<file path="config.mk">
export PLATFORM = sky130hd
export DESIGN_NAME = oam_dma_arbiter_flat
export DESIGN_NICKNAME = d
export VERILOG_FILES = /design/src/rtl/oam_dma_arbiter_if.sv /design/src/rtl/oam_dma_arbiter.sv /design/src/flat_wrapper.sv
export SDC_FILE = /design/constraint.sdc
export NUM_CORES = 1
export LEC_CHECK = 0
export CAP_MARGIN = 10
export CORE_ASPECT_RATIO = 1.4
export CORE_MARGIN = 5
export CORE_UTILIZATION = 41
export DETAILED_ROUTE_END_ITERATION = 16
export PLACE_DENSITY = 0.9
export SLEW_MARGIN = 20
export SYNTH_ARGS = -nofsm -noshare
export SYNTH_HDL_FRONTEND = slang
export SYNTH_SLANG_ARGS = --single-unit
</file>
<file path="constraint.sdc">
create_clock -name clk -period 2.61 [get_ports clk]
set_input_delay 0.3915 -clock clk [delete_from_list [all_inputs] [get_ports clk]]
set_output_delay 0.3915 -clock clk [all_outputs]
set_load 0.05 [all_outputs]
</file>
<file path="src/rtl/oam_dma_arbiter_if.sv">
// rtl/oam_dma_arbiter_if.sv - cpu, system bus and OAM signal bundle for oam_dma_arbiter
// Names are from the arbiter's point of view: i_ = into the arbiter, o_ = out of it.
interface oam_dma_arbiter_if;
    logic [1:0]  i_t_cycle;
    logic [15:0] i_cpu_addr;
    logic        i_cpu_enable;
    logic        i_cpu_write;
    logic [7:0]  i_cpu_wdata;
    logic [7:0]  o_cpu_rdata;
    logic [15:0] o_bus_addr;
    logic        o_bus_enable;
    logic        o_bus_write;
    logic [7:0]  o_bus_wdata;
    logic [7:0]  i_bus_rdata;
    logic [7:0]  o_oam_addr;
    logic        o_oam_we;
    logic [7:0]  o_oam_wdata;
    logic        o_dma_active;

    modport slave (
        input  i_t_cycle, i_cpu_addr, i_cpu_enable, i_cpu_write, i_cpu_wdata, i_bus_rdata,
        output o_cpu_rdata, o_bus_addr, o_bus_enable, o_bus_write, o_bus_wdata,
        output o_oam_addr, o_oam_we, o_oam_wdata, o_dma_active
    );

    modport master (
        output i_t_cycle, i_cpu_addr, i_cpu_enable, i_cpu_write, i_cpu_wdata, i_bus_rdata,
        input  o_cpu_rdata, o_bus_addr, o_bus_enable, o_bus_write, o_bus_wdata,
        input  o_oam_addr, o_oam_we, o_oam_wdata, o_dma_active
    );
endinterface

</file>
<file path="src/rtl/oam_dma_arbiter.sv">
// rtl/oam_dma_arbiter.sv - cpu/system bus arbiter with GameBoy OAM DMA engine
// Optional DMA_BUS_CONFLICT_EN: blocked cpu reads see the byte the DMA is reading instead of 8'hFF.
module oam_dma_arbiter #(
    parameter int          OAM_LEN         = 160,
    parameter logic [15:0] DMA_REG_ADDR    = 16'hFF46,
    parameter int          STARTUP_MCYCLES = 1
) (
    input  logic            clk,
    input  logic            reset,
    oam_dma_arbiter_if.slave bus
);
    localparam int          CW       = $clog2(STARTUP_MCYCLES + 1);
    localparam logic [7:0]  LAST_IDX = 8'(OAM_LEN - 1);

    typedef enum logic [1:0] {
        ST_IDLE  = 2'd0,
        ST_START = 2'd1,
        ST_XFER  = 2'd2
    } state_t;

    state_t          r_state;
    logic [7:0]      r_src;
    logic [7:0]      r_idx;
    logic [CW-1:0]   r_count;
    logic            r_hold;
    logic            r_oam_we;
    logic [7:0]      r_oam_addr;
    logic [7:0]      r_oam_wdata;

    state_t          w_state_nxt;
    logic [7:0]      w_src_nxt;
    logic [7:0]      w_idx_nxt;
    logic [CW-1:0]   w_count_nxt;
    logic            w_hold_nxt;
    logic            w_oam_we_nxt;
    logic [7:0]      w_oam_addr_nxt;
    logic [7:0]      w_oam_wdata_nxt;

    logic            w_mboundary;
    logic            w_cpu_ff;
    logic            w_trigger;
    logic            w_dma_active;
    logic            w_dma_drive;
    logic [7:0]      w_eff_src;
    logic [15:0]     w_bus_addr;
    logic            w_bus_enable;
    logic            w_bus_write;
    logic [7:0]      w_cpu_rdata;

    assign w_mboundary  = (bus.i_t_cycle == 2'd3);
    assign w_cpu_ff     = bus.i_cpu_enable && (bus.i_cpu_addr[15:8] == 8'hFF);
    assign w_trigger    = bus.i_cpu_enable && bus.i_cpu_write
                       && (bus.i_cpu_addr == DMA_REG_ADDR) && w_mboundary;
    assign w_dma_active = (r_state == ST_XFER) || ((r_state == ST_START) && r_hold);
    // An FF-page cpu access steals the bus for its M-cycle; the DMA retries the same index.
    assign w_dma_drive  = (r_state == ST_XFER) && !w_cpu_ff;
    assign w_eff_src    = (r_src >= 8'hE0) ? (r_src - 8'h20) : r_src;

    always_ff @(posedge clk) begin
        if (reset) begin
            r_state     <= ST_IDLE;
            r_src       <= 8'h00;
            r_idx       <= 8'h00;
            r_count     <= '0;
            r_hold      <= 1'b0;
            r_oam_we    <= 1'b0;
            r_oam_addr  <= 8'h00;
            r_oam_wdata <= 8'h00;
        end else begin
            r_state     <= w_state_nxt;
            r_src       <= w_src_nxt;
            r_idx       <= w_idx_nxt;
            r_count     <= w_count_nxt;
            r_hold      <= w_hold_nxt;
            r_oam_we    <= w_oam_we_nxt;
            r_oam_addr  <= w_oam_addr_nxt;
            r_oam_wdata <= w_oam_wdata_nxt;
        end
    end

    always_comb begin
        w_state_nxt     = r_state;
        w_src_nxt       = r_src;
        w_idx_nxt       = r_idx;
        w_count_nxt     = r_count;
        w_hold_nxt      = r_hold;
        w_oam_we_nxt    = 1'b0;
        w_oam_addr_nxt  = r_oam_addr;
        w_oam_wdata_nxt = r_oam_wdata;

        if (w_trigger) begin
            // A restart from an owning state keeps the bus so the cpu never sees a gap.
            w_src_nxt   = bus.i_cpu_wdata;
            w_idx_nxt   = 8'h00;
            w_count_nxt = CW'(STARTUP_MCYCLES);
            w_state_nxt = ST_START;
            w_hold_nxt  = w_dma_active;
        end else begin
            unique case (r_state)
                ST_START: begin
                    if (w_mboundary) begin
                        w_count_nxt = r_count - CW'(1);
                        if (r_count == CW'(1)) begin
                            w_state_nxt = ST_XFER;
                            w_hold_nxt  = 1'b0;
                        end
                    end
                end
                ST_XFER: begin
                    if (w_mboundary && w_dma_drive) begin
                        w_oam_we_nxt    = 1'b1;
                        w_oam_addr_nxt  = r_idx;
                        w_oam_wdata_nxt = bus.i_bus_rdata;
                        if (r_idx == LAST_IDX) begin
                            w_state_nxt = ST_IDLE;
                            w_idx_nxt   = 8'h00;
                        end else begin
                            w_idx_nxt   = r_idx + 8'h01;
                        end
                    end
                end
                default: begin
                    w_state_nxt = ST_IDLE;
                end
            endcase
        end
    end

    always_comb begin
        w_bus_addr   = bus.i_cpu_addr;
        w_bus_enable = bus.i_cpu_enable;
        w_bus_write  = bus.i_cpu_write;
        if (w_dma_drive) begin
            w_bus_addr   = {w_eff_src, r_idx};
            w_bus_enable = 1'b1;
            w_bus_write  = 1'b0;
        end else if (w_dma_active && !w_cpu_ff) begin
            w_bus_enable = 1'b0;
            w_bus_write  = 1'b0;
        end
    end

    always_comb begin
        w_cpu_rdata = bus.i_bus_rdata;
        if (bus.i_cpu_addr == DMA_REG_ADDR) begin
            w_cpu_rdata = r_src;
        end else if (w_dma_active && (bus.i_cpu_addr[15:8] != 8'hFF)) begin
`ifdef DMA_BUS_CONFLICT_EN
            w_cpu_rdata = bus.i_bus_rdata;
`else
            w_cpu_rdata = 8'hFF;
`endif
        end
    end

    assign bus.o_bus_addr   = w_bus_addr;
    assign bus.o_bus_enable = w_bus_enable;
    assign bus.o_bus_write  = w_bus_write;
    assign bus.o_bus_wdata  = bus.i_cpu_wdata;
    assign bus.o_cpu_rdata  = w_cpu_rdata;
    assign bus.o_oam_we     = r_oam_we;
    assign bus.o_oam_addr   = r_oam_addr;
    assign bus.o_oam_wdata  = r_oam_wdata;
    assign bus.o_dma_active = w_dma_active;
endmodule

</file>
<file path="src/flat_wrapper.sv">
// flat-port wrapper written by rule: the top's interface ports become plain ports
module oam_dma_arbiter_flat 
#(
    parameter int          OAM_LEN         = 160,
    parameter logic [15:0] DMA_REG_ADDR    = 16'hFF46,
    parameter int          STARTUP_MCYCLES = 1
)
  (clk, reset, bus_i_t_cycle, bus_i_cpu_addr, bus_i_cpu_enable, bus_i_cpu_write, bus_i_cpu_wdata, bus_i_bus_rdata, bus_o_cpu_rdata, bus_o_bus_addr, bus_o_bus_enable, bus_o_bus_write, bus_o_bus_wdata, bus_o_oam_addr, bus_o_oam_we, bus_o_oam_wdata, bus_o_dma_active);
  oam_dma_arbiter_if bus_i ();
  input  logic clk;
  input  logic reset;
  input wire logic [$bits(bus_i.i_t_cycle)-1:0] bus_i_t_cycle;
  input wire logic [$bits(bus_i.i_cpu_addr)-1:0] bus_i_cpu_addr;
  input wire logic [$bits(bus_i.i_cpu_enable)-1:0] bus_i_cpu_enable;
  input wire logic [$bits(bus_i.i_cpu_write)-1:0] bus_i_cpu_write;
  input wire logic [$bits(bus_i.i_cpu_wdata)-1:0] bus_i_cpu_wdata;
  input wire logic [$bits(bus_i.i_bus_rdata)-1:0] bus_i_bus_rdata;
  output wire logic [$bits(bus_i.o_cpu_rdata)-1:0] bus_o_cpu_rdata;
  output wire logic [$bits(bus_i.o_bus_addr)-1:0] bus_o_bus_addr;
  output wire logic [$bits(bus_i.o_bus_enable)-1:0] bus_o_bus_enable;
  output wire logic [$bits(bus_i.o_bus_write)-1:0] bus_o_bus_write;
  output wire logic [$bits(bus_i.o_bus_wdata)-1:0] bus_o_bus_wdata;
  output wire logic [$bits(bus_i.o_oam_addr)-1:0] bus_o_oam_addr;
  output wire logic [$bits(bus_i.o_oam_we)-1:0] bus_o_oam_we;
  output wire logic [$bits(bus_i.o_oam_wdata)-1:0] bus_o_oam_wdata;
  output wire logic [$bits(bus_i.o_dma_active)-1:0] bus_o_dma_active;
  assign bus_i.i_t_cycle = bus_i_t_cycle;
  assign bus_i.i_cpu_addr = bus_i_cpu_addr;
  assign bus_i.i_cpu_enable = bus_i_cpu_enable;
  assign bus_i.i_cpu_write = bus_i_cpu_write;
  assign bus_i.i_cpu_wdata = bus_i_cpu_wdata;
  assign bus_i.i_bus_rdata = bus_i_bus_rdata;
  assign bus_o_cpu_rdata = bus_i.o_cpu_rdata;
  assign bus_o_bus_addr = bus_i.o_bus_addr;
  assign bus_o_bus_enable = bus_i.o_bus_enable;
  assign bus_o_bus_write = bus_i.o_bus_write;
  assign bus_o_bus_wdata = bus_i.o_bus_wdata;
  assign bus_o_oam_addr = bus_i.o_oam_addr;
  assign bus_o_oam_we = bus_i.o_oam_we;
  assign bus_o_oam_wdata = bus_i.o_oam_wdata;
  assign bus_o_dma_active = bus_i.o_dma_active;
  oam_dma_arbiter #(.OAM_LEN(OAM_LEN), .DMA_REG_ADDR(DMA_REG_ADDR), .STARTUP_MCYCLES(STARTUP_MCYCLES)) u_core (.clk(clk), .reset(reset), .bus(bus_i));
endmodule
</file>
==> results of run 1 <==
## worst max-delay path, stage by stage
cell and delay (ns):
clkdlybuf4s50_1 0.51, nand4_1 0.14, buf_6 0.16, o31ai_4 0.36, buf_6 0.19, mux2_2 0.36
buf_6 0.16
## sequential cells by signal, summed over array words and instances, names as in the netlist
register / cells
u_core.r_src: 8
u_core.bus.o_oam_we: 1
u_core.r_idx: 8
u_core.r_count: 1
u_core.bus.o_oam_wdata: 8
u_core.r_hold: 1
u_core.bus.o_oam_addr: 8
u_core.r_state: 2
## layer usage
metal  track usage, %  up-vias
met5                0        -
met2             34.8      114
met1             19.5      998
met3             6.10       19
li1                 -     1012
met4             10.5        0
## worst paths after layout
path                                           end  slack (ns)
max reg2reg           u_core.r_idx[5]$_SDFFE_PP0P_        0.62
max                             bus_o_bus_addr[12]       -0.07
min          u_core.bus.o_oam_addr[6]$_SDFFE_PP0P_        0.46
min reg2reg  u_core.bus.o_oam_addr[6]$_SDFFE_PP0P_        0.46
## what timing repair did
item	in CTS	in global routing
setup endpoints to repair	16	21
setup buffers	1	3
hold buffers	0	0
gates resized for setup	15	27
cloned	1	2
pin swaps	6	7
## report_power, final
part           switching, mW  leakage [nW]  internal [mW]
clock                  0.213        0.0574          0.311
sequential       0.000000211         0.298          0.564
combinational          0.164         0.877          0.133
total                  0.377          1.23           1.01
## cells in the mapped netlist
cell type   n
nand2_1    77
dfxtp_1    37
a21oi_1    32
mux2_2     13
buf_4       9
o21ai_0     8
nand4_1     7
nor2_1      7
buf_2       6
clkbuf_1    6
mux2i_1     6
inv_1       4
nand3_1     4
or3_1       4
xor2_1      3
a21o_1      2
and2_1      2
ha_1        2
a21boi_0    1
and2b_1     1
and4_1      1
nand2b_1    1
nand3_2     1
nor2b_1     1
nor4_4      1
o211ai_1    1
o21ai_1     1
o311a_1     1
o31ai_1     1
or2_1       1
or4_1       1
or4b_4      1
or4bb_1     1
xnor2_1     1
## kinds of logic after synthesis
| kind of cell | synth area share (%) |
|---|---|
| multiplexers | 10.8 |
| buffers and inverters | 7.07 |
| AND/OR/NAND/NOR | 27.0 |
| XOR/XNOR | 1.83 |
| adder cells (fa/ha/maj) | 1.31 |
| AO/OA/AOI/OAI | 13.2 |
| flip-flops | 38.8 |
## final cells by class
cell class              instances  area [µm²]
fillers                       330        1320
multi-input cells             183        1060
clock inverters                 2        37.5
inverters                       4        15.0
clock buffers                   6        82.6
well taps                      62        77.6
flip-flops and latches         37         741
repair buffers                107        1200
==> impl_results.md, run 1 <==
* Cell Area, Placed at just under 3000 µm²
* Count of input and output buffers at about 90
* Final hold slack at roughly 0.46 ns
* Met3 wire length at about 630 µm
* Clk Latency, worst-skew pair at slightly below 0.3 ns
* Core box area at roughly 4500 µm²
* Place WS at -0.0662 ns
* Diode count at 0
* Cells after synthesis at roughly 250
* CTS root buf: clkbuf_8
* IO Count at 90
* Top sig layer: met4
* Critical path class: in2out
* WL per Instance at ~17 µm
* Sink Count at 37
* Max cap viols at 0
* Clk slew on worst S/H paths at roughly 0.070 ns
* Final Max Tran Viols at 0
* Vias in the first global route at roughly 2100
* Non-filler cells in the finished layout at between 400 and 500
* Commonest cells after routing, fill and taps aside: 77 x nand2_1, 53 x clkdlybuf4s50_1, 37 x dfxtp_1
* Die area at about 6000 µm²
* Final net count at 378
* Routability cong. at 0.820
* TritonCTS clock tree: built
* Fin util at a little under three quarters
* Pin count of the biggest net entering global routing at 25
* Crit path from: bus_i_cpu_addr[12]
* DRT Wirelength at 6730 µm
* Pwr/cell area at ~430 nW/µm²
* Die Ht at between 90 and 100 µm
* Die X at 67.7 µm
* Final Cycle Share at 103%
* Metal2 WL at roughly 3500 µm
* Worst-Margin Slew at 0.609 ns
* DP HPWL at about 4700 µm
* Reg2reg path depth at 6
* Final Instance Area at between 3000 and 4000 µm²
* Crit start category: input pin
* Worst EP arrival at ~2.3 ns
* HP Class: reg2reg
* Pre-Repair DR Iteration Count at 4
* Final Hold Viols at 0
* Setup Skew at about 0.0046 ns
* Status: finished, violations left
* Via count at between 2000 and 2500
* Synth top area share at 38.8%
* # DRC at 0
* Synth-to-Final Area Change at 68.4%
* Initial antenna violation count at 0
* Yosys warnings at 0
* Met1 Wirelength at 2360 µm
* CP Data Required Time at between 2 and 2.5 ns
* Cts bufs inserted at 5
* Top post-synthesis cells by area: dfxtp_1 39%, nand2_1 15%, a21oi_1 8.4%, mux2_2 7.7%, buf_4 3.5%
* Source of the worst hold timing path: u_core.bus.o_oam_addr[6]$_SDFFE_PP0P_
* CTS HTree Levels at 2
* Max Buffers Root-to-Sink at 2
* Synthesized area at 1910 µm²
* DR iter-0 viols at ~150
* Post-Syn Area per Cell at 7.80 µm²
* Reg2Reg Launch Point: u_core.r_state[0]$_SDFFE_PP0P_
* GRT overflow at 0
* Layout cells sized above 1 at between 20% and 30%
* Minimum clock period at ~2.7 ns
* RSZ-0062 raised after global routing: yes
* Unique masters post-synth at 34
* Fin worst setup slack at -0.0699 ns
* Leak Pwr at roughly 1.2 nW
* Vias per cell at 5.34
* Final TNS setup at -0.462 ns
* Setup crit end kind: output port
* Relative slew slack at just under 60%
* Violated checks: setup timing
* Syn nets at between 200 and 300
* Maximum fanout along the worst path at 6
* First-pass GRT wire length at slightly above 9000 µm
* Sequential area share after synthesis at approximately two fifths
* Starting Density at 42.1%
* Inst Count DP at approximately 390
* Row Count at 29
* Final Power at between 1 and 1.5 mW
* Synth Register Bits at 37
* Min-Delay Path Depth at 2
* Total GRT Usage at 19.7%
* Fmax at 373 MHz
* Cell taking the most area after synthesis: dfxtp_1
* Post-DRT Antenna Nets at 0
* Endpoints failing setup at 14
* Commonest non-fill, non-tap cell in the layout: nand2_1
* VDD IR max at 0.419 mV
No activity file was read; power rests on OpenSTA's default activity.
==> run 2: changes to the inputs <==
CAP_MARGIN = 20   (was 10)
SLEW_MARGIN = not set   (was 20)
==> results of run 2 <==
No change in the layout: final DEF, timing and power equal those of run 1.
